$ cat config.mk
export PLATFORM = sky130hd
export DESIGN_NAME = lut_eval_engine
export DESIGN_NICKNAME = d
export VERILOG_FILES = /design/src/rtl/lut_eval_pkg.sv /design/src/rtl/lut_eval_table.sv /design/src/rtl/lut_eval_engine.sv
export SDC_FILE = /design/constraint.sdc
export NUM_CORES = 1
export LEC_CHECK = 0
export BUFFER_PORTS_ARGS = -buffer_cell sky130_fd_sc_hd__buf_2
export CAP_MARGIN = 20
export CORE_MARGIN = 2
export CORE_UTILIZATION = 39
export CTS_BUF_LIST = sky130_fd_sc_hd__clkbuf_16
export DETAILED_ROUTE_END_ITERATION = 16
export GPL_ROUTABILITY_DRIVEN = 0
export PLACE_DENSITY = 0.55
export SYNTH_ARGS = -nofsm -noshare
export SYNTH_HDL_FRONTEND = slang
export SYNTH_SLANG_ARGS = --single-unit
$ cat constraint.sdc
create_clock -name clk -period 1.58 [get_ports clk]
set_input_delay 0.158 -clock clk [delete_from_list [all_inputs] [get_ports clk]]
set_output_delay 0.158 -clock clk [all_outputs]
set_load 0.005 [all_outputs]
$ cat src/rtl/lut_eval_pkg.sv
// Shared types and default sizing for the LUT evaluation engine.
package lut_eval_pkg;

    localparam int unsigned N_IN_DEF  = 5;
    localparam int unsigned N_OUT_DEF = 4;

    typedef enum logic {
        IDLE,
        CLEAR
    } state_e;

endpackage

$ cat src/rtl/lut_eval_table.sv
// Flop-based truth table: 2**N_IN rows of N_OUT bits with one write port and one clear port.
module lut_eval_table
    import lut_eval_pkg::*;
#(
    parameter int unsigned N_IN  = N_IN_DEF,
    parameter int unsigned N_OUT = N_OUT_DEF
) (
    input  logic                             clk,
    input  logic                             rst_n,
    input  logic                             we,
    input  logic [N_IN-1:0]                  waddr,
    input  logic [N_OUT-1:0]                 wdata,
    input  logic                             clr,
    input  logic [N_IN-1:0]                  caddr,
    output logic [2**N_IN-1:0][N_OUT-1:0]    rows
);

    always_ff @(posedge clk or negedge rst_n) begin
        if (!rst_n) begin
            rows <= '0;
        end else begin
            // The controller never asserts we and clr together.
            if (we) begin
                rows[waddr] <= wdata;
            end
            if (clr) begin
                rows[caddr] <= '0;
            end
        end
    end

endmodule

$ cat src/rtl/lut_eval_engine.sv
// Table-driven boolean function evaluator with row config, sequential clear and optional
// registered readback (enabled by defining LUT_READBACK_EN).
module lut_eval_engine
    import lut_eval_pkg::*;
#(
    parameter int unsigned N_IN  = N_IN_DEF,
    parameter int unsigned N_OUT = N_OUT_DEF
) (
    input  logic             clk,
    input  logic             rst_n,
    input  logic             in_valid,
    output logic             in_ready,
    input  logic [N_IN-1:0]  in_vec,
    output logic             out_valid,
    output logic [N_OUT-1:0] out_vec,
    input  logic             cfg_valid,
    output logic             cfg_ready,
    input  logic [N_IN-1:0]  cfg_addr,
    input  logic [N_OUT-1:0] cfg_data,
    input  logic             cfg_clr,
    output logic             busy,
    input  logic [N_IN-1:0]  rb_addr,
    output logic [N_OUT-1:0] rb_data
);

    localparam int unsigned DEPTH = 2 ** N_IN;
    localparam int unsigned CW    = $clog2(DEPTH) + 1;

    state_e                          state_q;
    logic [CW-1:0]                   cnt_q;
    logic                            rdy_q;
    logic                            busy_q;
    logic                            out_valid_q;
    logic [N_OUT-1:0]                out_vec_q;
    logic [DEPTH-1:0][N_OUT-1:0]     rows;
    logic                            eval_acc;
    logic                            tbl_we;
    logic                            tbl_clr;

    assign eval_acc = in_valid & rdy_q;
    // A clear request wins over a coincident write; the write is dropped.
    assign tbl_we   = cfg_valid & rdy_q & ~cfg_clr;
    assign tbl_clr  = (state_q == CLEAR);

    lut_eval_table #(
        .N_IN  (N_IN),
        .N_OUT (N_OUT)
    ) u_table (
        .clk   (clk),
        .rst_n (rst_n),
        .we    (tbl_we),
        .waddr (cfg_addr),
        .wdata (cfg_data),
        .clr   (tbl_clr),
        .caddr (cnt_q[N_IN-1:0]),
        .rows  (rows)
    );

    always_ff @(posedge clk or negedge rst_n) begin
        if (!rst_n) begin
            state_q     <= IDLE;
            cnt_q       <= '0;
            rdy_q       <= 1'b0;
            busy_q      <= 1'b0;
            out_valid_q <= 1'b0;
            out_vec_q   <= '0;
        end else begin
            out_valid_q <= eval_acc;
            if (eval_acc) begin
                out_vec_q <= rows[in_vec];
            end
            unique case (state_q)
                IDLE: begin
                    if (cfg_clr) begin
                        state_q <= CLEAR;
                        cnt_q   <= '0;
                        rdy_q   <= 1'b0;
                        busy_q  <= 1'b1;
                    end else begin
                        rdy_q   <= 1'b1;
                    end
                end
                CLEAR: begin
                    cnt_q <= cnt_q + 1'b1;
                    if (cnt_q == CW'(DEPTH - 1)) begin
                        state_q <= IDLE;
                        rdy_q   <= 1'b1;
                        busy_q  <= 1'b0;
                    end
                end
                default: state_q <= IDLE;
            endcase
        end
    end

    assign in_ready  = rdy_q;
    assign cfg_ready = rdy_q;
    assign busy      = busy_q;
    assign out_valid = out_valid_q;
    assign out_vec   = out_vec_q;

`ifdef LUT_READBACK_EN
    logic [N_OUT-1:0] rb_q;

    always_ff @(posedge clk or negedge rst_n) begin
        if (!rst_n) begin
            rb_q <= '0;
        end else begin
            rb_q <= rows[rb_addr];
        end
    end

    assign rb_data = rb_q;
`else
    logic unused_rb;
    assign unused_rb = ^rb_addr;
    assign rb_data   = '0;
`endif

endmodule

==> results of run 1 <==
## cells by family (layout without fill, tap and decap cells)
group           Yosys count  count (layout)  share of synthesized area
compound gates          226             226                     0.1753
xor+xnor                  1               1                   0.001170
fa+ha+maj                 4               4                   0.006684
buf+inv                  71             170                    0.04996
flops                   142             142                     0.4745
mux                      81              81                     0.1083
other cells               1               4                  0.0005008
simple gates            306             306                     0.1836
## cells in the mapped netlist (all sizes together)
master and instances:
nand4 1, nor3 1, o22ai 5, conb 1
o41ai 4, nor4bb 1, nor4b 1, nand3b 5
nor2b 4, o32a 1, mux2i 81, nand3 60
a221oi 8, nor3b 3, a21oi 120, nand2b 4
o31a 1, inv 4, nand2 146, or4 1
a22oi 16, or3b 4, xor2 1, or3 2
a22o 8, nor2 66, o21ai 59, o31ai 3
ha 4, dfrtp 142, buf 30, and2 2
o211ai 1, or2 2, or4b 1, clkbuf 37
and3b 2
## state kept, by name, summed over array words and instances, names as in the netlist
register	count
cnt_q	6
state_q	1
out_vec	4
u_table.rows	128
busy	1
cfg_ready	1
out_valid	1
## power groups by stage
stage	logic, mW	registers (mW)	clock network (mW)
floorplan	2.06	4.97	0
global placement	3.59	5.19	0
detailed placement	3.62	5.19	0
CTS	3.67	5.13	3.93
global route	4.36	5.29	4.09
finish	4.01	5.19	3.88
## layer usage
| metal | up-vias | wire, um |
|---|---|---|
| li1 | 3113 | - |
| met1 | 3287 | 10590 |
| met2 | 208 | 11500 |
| met3 | 34 | 1203 |
| met4 | 0 | 572 |
| met5 | - | 0 |
## through the flow
stage	setup WS (ns)	TNS (ns)	std cells	total power [mW]	hold slack [ns]
after floorplan	-0.1294	-1.929	835	7.027	-0.1376
after global placement	-0.1152	-2.786	1129	8.777	0.1012
after detailed placement	-0.1405	-4.910	1129	8.813	0.09666
after CTS	-0.02660	-0.08839	1162	12.72	0.1104
after global routing	-0.1190	-4.242	1168	13.74	0.1279
final	-0.05278	-0.4094	1168	13.09	0.1216
## timing repair
action,CTS,global route
gates resized for setup,30,146
hold buffers,1,0
pin swaps,0,39
setup endpoints to repair,74,126
hold endpoints to repair,34,0
cloned,0,4
setup buffers,0,2
## area by class of cell
cell class	instances	area [um2]
clock buffer	17	425.4
timing repair buffer	134	1323
tap	234	292.8
multi-input combinational	622	4199
inverter	4	15.01
fill	1686	8828
sequential	142	3553
clock inverter	15	131.4
## path summary, 6_finish.rpt
path                            from                end  slack [ns]  cells past startpoint
setup / recovery           cfg_ready   u_table.rows[71]       -0.05                      6
hold / removal               cfg_clr           cnt_q[1]        0.12                      3
setup reg to reg           cfg_ready   u_table.rows[71]       -0.05                      6
hold reg to reg                 busy               busy        0.51                      2
max in group asynchronous      rst_n   u_table.rows[64]        0.74                      3
min in group asynchronous      rst_n  u_table.rows[111]        0.22                      2
## cells in the final DEF, fill, tap and decap left out, types with 24 or more instances in the layout
| cell type | count |
|---|---|
| buf_4 | 74 |
| a21oi_1 | 83 |
| nand2_2 | 28 |
| a21oi_2 | 37 |
| nor2_1 | 51 |
| o21ai_0 | 54 |
| dfrtp_1 | 142 |
| nand2_1 | 101 |
| buf_2 | 24 |
| mux2i_1 | 80 |
| nand3_1 | 47 |
## critical path: cells and delay by family (launching register included)
family	cells	cell delay [ns]
flip-flops	1	0.36
AND/OR/NAND/NOR	4	0.85
AO/OA/AOI/OAI	1	0.15
buffers and inverters	1	0.19
==> results.sh, run 1 <==
export IMPL_grt_pass1_wl_mm=36.10
export IMPL_place_area_um2=8587
export IMPL_cp_required_ns=1.93
export IMPL_clk_pin_slew_ns=0.06
export IMPL_synth_warning_count=0
export IMPL_syn_inst=832
export IMPL_io_buffers=26
export IMPL_cts_root_buf="clkbuf_16"
export IMPL_hold_class="input pin to register"
export IMPL_drtIter0Drc=579
export IMPL_power_switching_mw=4.474
export IMPL_coreArea_um2=18770
export IMPL_power_leakage_nw=4.428
export IMPL_pwr_share_clk=0.297
export IMPL_rsz0062_at_grt="true"
export IMPL_grt_overflow=0
export IMPL_routed_via_density=5.687
export IMPL_slew_headroom=0.5042
export IMPL_grt_util_met2=0.3745
export IMPL_vdd_drop_max_uv=765.1
export IMPL_fin_util=0.5296
export IMPL_period_share=1.033
export IMPL_diodes=0
export IMPL_drive_above_1_share=0.3169
export IMPL_yosysSeqAreaShare=0.4745
export IMPL_finalCriticalPeriod_ns=1.633
export IMPL_rows=50
export IMPL_violations="negative setup slack"
export IMPL_slew_violations=0
export IMPL_cts_buffer_depth=2
export IMPL_avgRoutedWirePerCell_um=20.44
export IMPL_cts_tree="yes"
export IMPL_synth_top_cells_by_area="dfrtp_1 47%, mux2i_1 11%, a21oi_1 8.0%, nand2_1 7.3%, nand3_1 4.0%"
export IMPL_synth_top_area_cell="dfrtp_1"
export IMPL_critPathCaptureType="register"
export IMPL_worst_pin_slew_ns=0.7422
export IMPL_critPathMaxFanout=20
export IMPL_synth_seq_cells=142
export IMPL_grt_use_total=0.2340
export IMPL_pwr_share_seq=0.397
export IMPL_initial_core_util=0.3990
export IMPL_powerDensity_nw_per_um2=1316
export IMPL_met1_usage=0.3258
export IMPL_run_status="finished with violations"
export IMPL_drt_first_pass_iters=5
export IMPL_start_kind="register"
export IMPL_drv_cap=0
export IMPL_cts_sinks=142
export IMPL_cp_slowest_cell="or4b_4"
export IMPL_hold_violations=0
export IMPL_cellInternalPower_mw=8.611
export IMPL_syn_area_um2=7488
export IMPL_die_w_um=142.6
export IMPL_ios=36
export IMPL_synth_top_cell_area_share=0.4745
export IMPL_synth_distinct_cells=46
export IMPL_htreeDepth=4
export IMPL_die_h_um=142.6
export IMPL_fin_nets=949
export IMPL_p_comb_frac=0.307
export IMPL_busiest_layer="met2"
export IMPL_cp_arrival_ns=1.98
export IMPL_syn2layout_area_growth_pct=32.73
export IMPL_dp_hpwl_mm=15.48
export IMPL_antenna_found_initial=0
export IMPL_wl_mm=23.87
export IMPL_max_stage_delay_ns=0.53
export IMPL_p_sw_frac=0.3419
export IMPL_fin_ws_ns=-0.05278
export IMPL_fin_area_um2=9940
export IMPL_syn_avg_cell_area_um2=9.001
export IMPL_clk_latency_ns=0.43
export IMPL_use_met3=0.04038
export IMPL_vias=6642
export IMPL_dieArea_um2=20330
export IMPL_finalClockSkew_ns=0.01515
export IMPL_path_cells="nand2_2 > or4b_4 > buf_12 > nor2_4 > nand2_1 > a21oi_2"
export IMPL_numCtsBuffers=17
export IMPL_detail_route_drc_violations=0
export IMPL_ant_nets=0
export IMPL_grt_max_degree=43
export IMPL_setup_viol=29
export IMPL_grt_pass1_vias=6342
export IMPL_max_freq_mhz=612.5
export IMPL_crit_type="register to register"
Note: power is estimated with default switching activity, not from simulation.
==> run 2, diff against run 1 <==
- CORE_UTILIZATION: 39 -> 53
- PLACE_DENSITY: 0.55 -> 0.71
==> run 2 against run 1 <==
The flow still finishes with violations (negative setup slack). First-iteration DRC count up 61%. Worst setup slack worse by 0.037 ns. Fmax down 2.2%. Sequential power about the same. Non-clock buffer count down 31. Highest routed layer unchanged. Critical endpoint is now u_table.rows[20]. Die area down 26%. Hold slack better by 0.012 ns. Routed wire length down 0.10%. Clock-buffer cell count unchanged. Final cell count down 7.3%.
==> results.sh, run 2 (synthesis results as in run 1) <==
export IMPL_detail_route_drc_violations=0
export IMPL_clk_pin_slew_ns=0.06
export IMPL_finalClockSkew_ns=0.005437
export IMPL_initial_core_util=0.5416
export IMPL_ant_nets=0
export IMPL_antenna_found_initial=0
export IMPL_cp_arrival_ns=1.97
export IMPL_top_register="u_table.rows"
export IMPL_busiest_layer="met2"
export IMPL_power_leakage_nw=4.214
export IMPL_grt_pass1_wl_mm=35.33
export IMPL_syn2layout_area_growth_pct=26.53
export IMPL_slew_headroom=0.3352
export IMPL_cts_root_buf="clkbuf_16"
export IMPL_place_area_um2=8237
export IMPL_critPathCaptureType="register"
export IMPL_clk_latency_ns=0.43
export IMPL_setup_viol=88
export IMPL_vdd_drop_max_uv=907.1
export IMPL_coreArea_um2=13830
export IMPL_hold_class="input pin to register"
export IMPL_max_freq_mhz=599.0
export IMPL_drt_first_pass_iters=6
export IMPL_die_h_um=122.9
export IMPL_period_share=1.057
export IMPL_hold_violations=0
export IMPL_powerDensity_nw_per_um2=1376
export IMPL_drv_cap=0
export IMPL_cp_required_ns=1.89
export IMPL_dieArea_um2=15100
export IMPL_run_status="finished with violations"
export IMPL_grt_util_met2=0.5052
export IMPL_htreeDepth=4
export IMPL_tns_ns=-3.040
export IMPL_slew_violations=0
export IMPL_violations="negative setup slack"
export IMPL_die_w_um=122.9
export IMPL_largest_register_ffs=128
export IMPL_ios=36
export IMPL_numCtsBuffers=17
export IMPL_routed_via_density=6.380
export IMPL_start_kind="register"
export IMPL_hold_ws_ns=0.1340
export IMPL_dp_hpwl_mm=15.02
export IMPL_cts_tree="yes"
export IMPL_fin_ws_ns=-0.08955
export IMPL_worst_pin_slew_ns=0.9952
export IMPL_pre_cts_ws_ns=-0.1887
export IMPL_mostFrequentLayoutCell="dfrtp_1"
export IMPL_fin_area_um2=9475
export IMPL_wl_mm=23.85
export IMPL_diodes=0
export IMPL_grt_max_degree=50
export IMPL_rows=43
export IMPL_drtIter0Drc=935
export IMPL_grt_pass1_vias=6677
export IMPL_critPathMaxFanout=35
export IMPL_io_buffers=26
export IMPL_cts_sinks=142
export IMPL_cts_buffer_depth=2
export IMPL_fin_nets=918
export IMPL_met1_usage=0.3873
export IMPL_grt_use_total=0.3147
export IMPL_finalCriticalPeriod_ns=1.670
export IMPL_use_met3=0.07110
export IMPL_vias=6909
export IMPL_crit_type="register to register"
export IMPL_rsz0062_at_grt="true"
export IMPL_grt_overflow=0
export IMPL_final_cell_mix="142 x dfrtp_1, 127 x nand2_1, 88 x a21oi_1, 80 x mux2i_1, 56 x nand3_1"
export IMPL_avgRoutedWirePerCell_um=22.02
export IMPL_drive_above_1_share=0.2547
[run 2: cell count changes in the layout (fill, tap and decap cells not counted), sizes merged]
cell,delta
clkinvlp,+2
bufinv,+1
buf,-32
clkinv,-2
clkbuf,+1
inv,-1
[run 2: metrics by stage]
step / std cells / power [mW] / util
2_1_floorplan: 835 / 7.027 / -
3_3_place_gp: 1039 / 8.478 / 0.5957
3_5_place_dp: 1039 / 8.648 / 0.5957
4_1_cts: 1076 / 12.67 / 0.6507
5_1_grt: 1083 / 13.57 / 0.6853
6_report: 1083 / 13.04 / 0.6853
[run 2: per-layer routing]
metal / routed length [um] / up-vias
met1: 8982 / 3347
met5: 0 / -
met2: 11550 / 427
li1: - / 3034
met3: 2116 / 101
met4: 1200 / 0
[run 2: cell type report]
type | instances | area [um2]
Clock buffer | 17 | 425.4
Timing Repair Buffer | 103 | 1121
Tap cell | 180 | 225.2
Inverter | 4 | 15.01
Sequential cell | 142 | 3553
Fill cell | 1023 | 4352
Multi-Input combinational cell | 622 | 3981
Clock inverter | 15 | 153.9
[run 2: final timing paths]
| path | startpoint | to | slack [ns] | depth (start not counted) |
|---|---|---|---|---|
| hold / removal | cfg_clr | cnt_q[1] | 0.13 | 3 |
| hold reg to reg | busy | busy | 0.50 | 2 |
| max in group asynchronous | rst_n | u_table.rows[46] | 0.68 | 4 |
| setup reg to reg | cfg_ready | u_table.rows[20] | -0.09 | 5 |
| min in group asynchronous | rst_n | u_table.rows[102] | 0.19 | 2 |
| setup / recovery | cfg_ready | u_table.rows[20] | -0.09 | 5 |
[run 2: power breakdown]
group          internal, mW  switching (mW)  leakage [nW]
logic                  1.61            2.27          2.01
clock network          2.44            1.54         0.276
registers              4.55           0.630          1.92
[run 2: what timing repair did]
item,CTS,global route
gates cloned,2,5
resized for setup,34,105
endpoints found under the hold margin,71,0
setup endpoints to repair,88,126
pin swaps,7,21
hold buffers,1,0
buffers inserted,2,2
[run 2: critical path, stage by stage (launching register included)]
cell and delay [ns]:
dfrtp_1 0.37, nand2_2 0.07, or4b_4 0.53, buf_12 0.21, o21ai_0 0.23, a21oi_1 0.12
==> run 3, diff against run 2 <==
- BUFFER_PORTS_ARGS: -buffer_cell sky130_fd_sc_hd__buf_2 -> -buffer_cell sky130_fd_sc_hd__clkbuf_2
- CTS_BUF_LIST: sky130_fd_sc_hd__clkbuf_16 -> unset
==> run 3 against run 2 <==
The flow still finishes with violations (negative setup slack). Hold slack worse by 0.039 ns. Final area grew 3.8%. Clock skew increased by 0.0033 ns. Non-clock buffer count fell by 6. Total power increased by 7.0%. Critical path depth is 1 higher. Combinational power barely moved. Sequential power grew 2%. Global-route usage shrank 0.43 points. Critical path type unchanged.
==> results.sh, run 3 (synthesis results as in run 1) <==
export IMPL_max_stage_delay_ns=0.52
export IMPL_grt_pass1_vias=6576
export IMPL_die_w_um=122.9
export IMPL_grt_use_total=0.3104
export IMPL_numCtsBuffers=17
export IMPL_drtIter0Drc=920
export IMPL_detail_route_drc_violations=0
export IMPL_diodes=0
export IMPL_cts_sinks=142
export IMPL_avgRoutedWirePerCell_um=22.61
export IMPL_syn2layout_area_growth_pct=31.36
export IMPL_cp_arrival_ns=2.01
export IMPL_wl_mm=24.36
export IMPL_r2r_cells=6
export IMPL_top_register="u_table.rows"
export IMPL_finalCriticalPeriod_ns=1.658
export IMPL_drv_cap=0
export IMPL_pwr_share_seq=0.377
export IMPL_vias=6969
export IMPL_violations="negative setup slack"
export IMPL_coreArea_um2=13830
export IMPL_powerDensity_nw_per_um2=1418
export IMPL_io_buffers=26
export IMPL_dieArea_um2=15100
export IMPL_clk_pin_slew_ns=0.06
export IMPL_mostFrequentLayoutCell="dfrtp_1"
export IMPL_ios=36
export IMPL_critPathCaptureType="register"
export IMPL_htreeDepth=4
export IMPL_cts_tree="yes"
export IMPL_rr_startpoint="cfg_ready"
export IMPL_crit_type="register to register"
export IMPL_grt_pass1_wl_mm=34.77
export IMPL_cts_buffer_depth=2
export IMPL_path_cells="nand2_2 > or4_4 > buf_12 > nor2_4 > nand2_1 > a21oi_2"
export IMPL_cellInternalPower_mw=9.330
export IMPL_p_sw_frac=0.3313
export IMPL_crit_cells=6
export IMPL_fin_area_um2=9837
export IMPL_timing_rr_end="u_table.rows[83]"
export IMPL_crit_family="simple AND/OR/NAND/NOR gates"
export IMPL_tns_ns=-2.466
export IMPL_drt_first_pass_iters=6
export IMPL_ant_nets=0
export IMPL_initial_core_util=0.5416
export IMPL_p_comb_frac=0.278
export IMPL_setup_viol=77
export IMPL_reg2reg_slack_ns=-0.08
export IMPL_drive_above_1_share=0.3099
export IMPL_cts_root_buf="clkbuf_16"
export IMPL_critPathMaxFanout=20
export IMPL_fillers=951
export IMPL_rsz0062_at_grt="true"
export IMPL_cp_required_ns=1.93
export IMPL_grt_overflow=0
export IMPL_dp_hpwl_mm=14.72
export IMPL_routed_via_density=6.471
export IMPL_place_area_um2=8149
export IMPL_power_switching_mw=4.623
export IMPL_crit_end="u_table.rows[83]"
export IMPL_clk_latency_ns=0.44
export IMPL_hold_class="input pin to register"
export IMPL_final_cell_mix="142 x dfrtp_1, 92 x nand2_1, 80 x mux2i_1, 75 x a21oi_1"
export IMPL_grt_max_degree=48
export IMPL_finalClockSkew_ns=0.008710
export IMPL_slew_violations=0
export IMPL_vdd_drop_max_uv=1010
export IMPL_rows=43
export IMPL_period_share=1.050
export IMPL_max_freq_mhz=603.0
export IMPL_fin_nets=912
export IMPL_cp_slowest_cell="or4_4"
export IMPL_worst_pin_slew_ns=0.9663
export IMPL_die_h_um=122.9
export IMPL_power_leakage_nw=4.202
export IMPL_fin_ws_ns=-0.07827
export IMPL_pwr_share_clk=0.345
export IMPL_slew_headroom=0.3545
export IMPL_start_kind="register"
export IMPL_startpoint="cfg_ready"
export IMPL_largest_register_ffs=128
export IMPL_run_status="finished with violations"
export IMPL_hold_violations=0
export IMPL_antenna_found_initial=0
export IMPL_critPathBufInv=1
==> run 3: changes by cell type in the layout (fill, tap and decap cells not counted), moves of 13 or more <==
cell and change:
nand2_1 -35, nand2_2 +13, nand2_4 +16, a21oi_1 -13, a21oi_2 +13, clkbuf_2 +24
buf_2 -24
==> run 3: layout make-up <==
cell class	count	area [um2]	area share
sequential	142	3553	0.3612
inverter	4	15.01	0.001526
timing repair buffer	97	1020	0.1037
clock buffer	18	439.2	0.04465
tap	180	225.2	0.02289
multi-input combinational	622	4323	0.4395
clock inverter	14	261.5	0.02658
==> run 3: power by group through the flow <==
stage / Sequential, mW / Clock (mW) / Combinational [mW]
after floorplan: 4.97 / 0 / 2.06
after global placement: 5.15 / 0 / 3.17
after detailed placement: 5.20 / 0 / 3.29
after CTS: 5.14 / 4.80 / 3.41
after global routing: 5.34 / 4.97 / 4.16
final: 5.27 / 4.81 / 3.88
==> run 3: per-stage QoR <==
stage                     cells    util  power, mW  hold slack (ns)  worst slack [ns]
after global placement     1034  0.5894      8.322          0.07243           -0.2042
after global routing       1077  0.7114      14.47           0.1341           -0.1693
final                      1077  0.7114      13.95          0.09525          -0.07827
after CTS                  1073  0.6577      13.36          0.08772          -0.06097
after floorplan             835       -      7.027          -0.1376           -0.1294
after detailed placement   1034  0.5894      8.488          0.07944           -0.2821
==> run 3: worst min-delay path by stage <==
stage / start / slack (ns) / endpoint / depth (start not counted)
3_5_place_dp: rst_n / 0.08 / u_table.rows[92] / 1
2_1_floorplan: rst_n / -0.14 / busy / 0
3_3_place_gp: rst_n / 0.07 / u_table.rows[92] / 1
6_report: cfg_clr / 0.1 / cnt_q[1] / 3
5_1_grt: cfg_clr / 0.13 / cnt_q[1] / 3
4_1_cts: cfg_clr / 0.09 / cnt_q[1] / 3
==> run 3: repair_timing <==
item,CTS,global route
pin swaps,6,72
hold buffers,1,0
endpoints found under the hold margin,112,0
gates resized for setup,46,178
endpoints found under the setup margin,93,128
cloned,3,3
buffers inserted,3,2
==> run 3: worst register-to-register path, delay by kind of cell (launching register included) <==
kind	cells	cell delay (ns)
flops	1	0.36
buf+inv	1	0.21
simple gates	4	0.85
compound gates	1	0.16
==> run 3: per-layer routing <==
metal | up-vias | GRT usage | part of all wire
met4 | 0 | 0.1573 | 0.048
met5 | - | 0 | 0
met2 | 427 | 0.4907 | 0.48
li1 | 3042 | - | -
met1 | 3395 | 0.3999 | 0.39
met3 | 105 | 0.07110 | 0.086
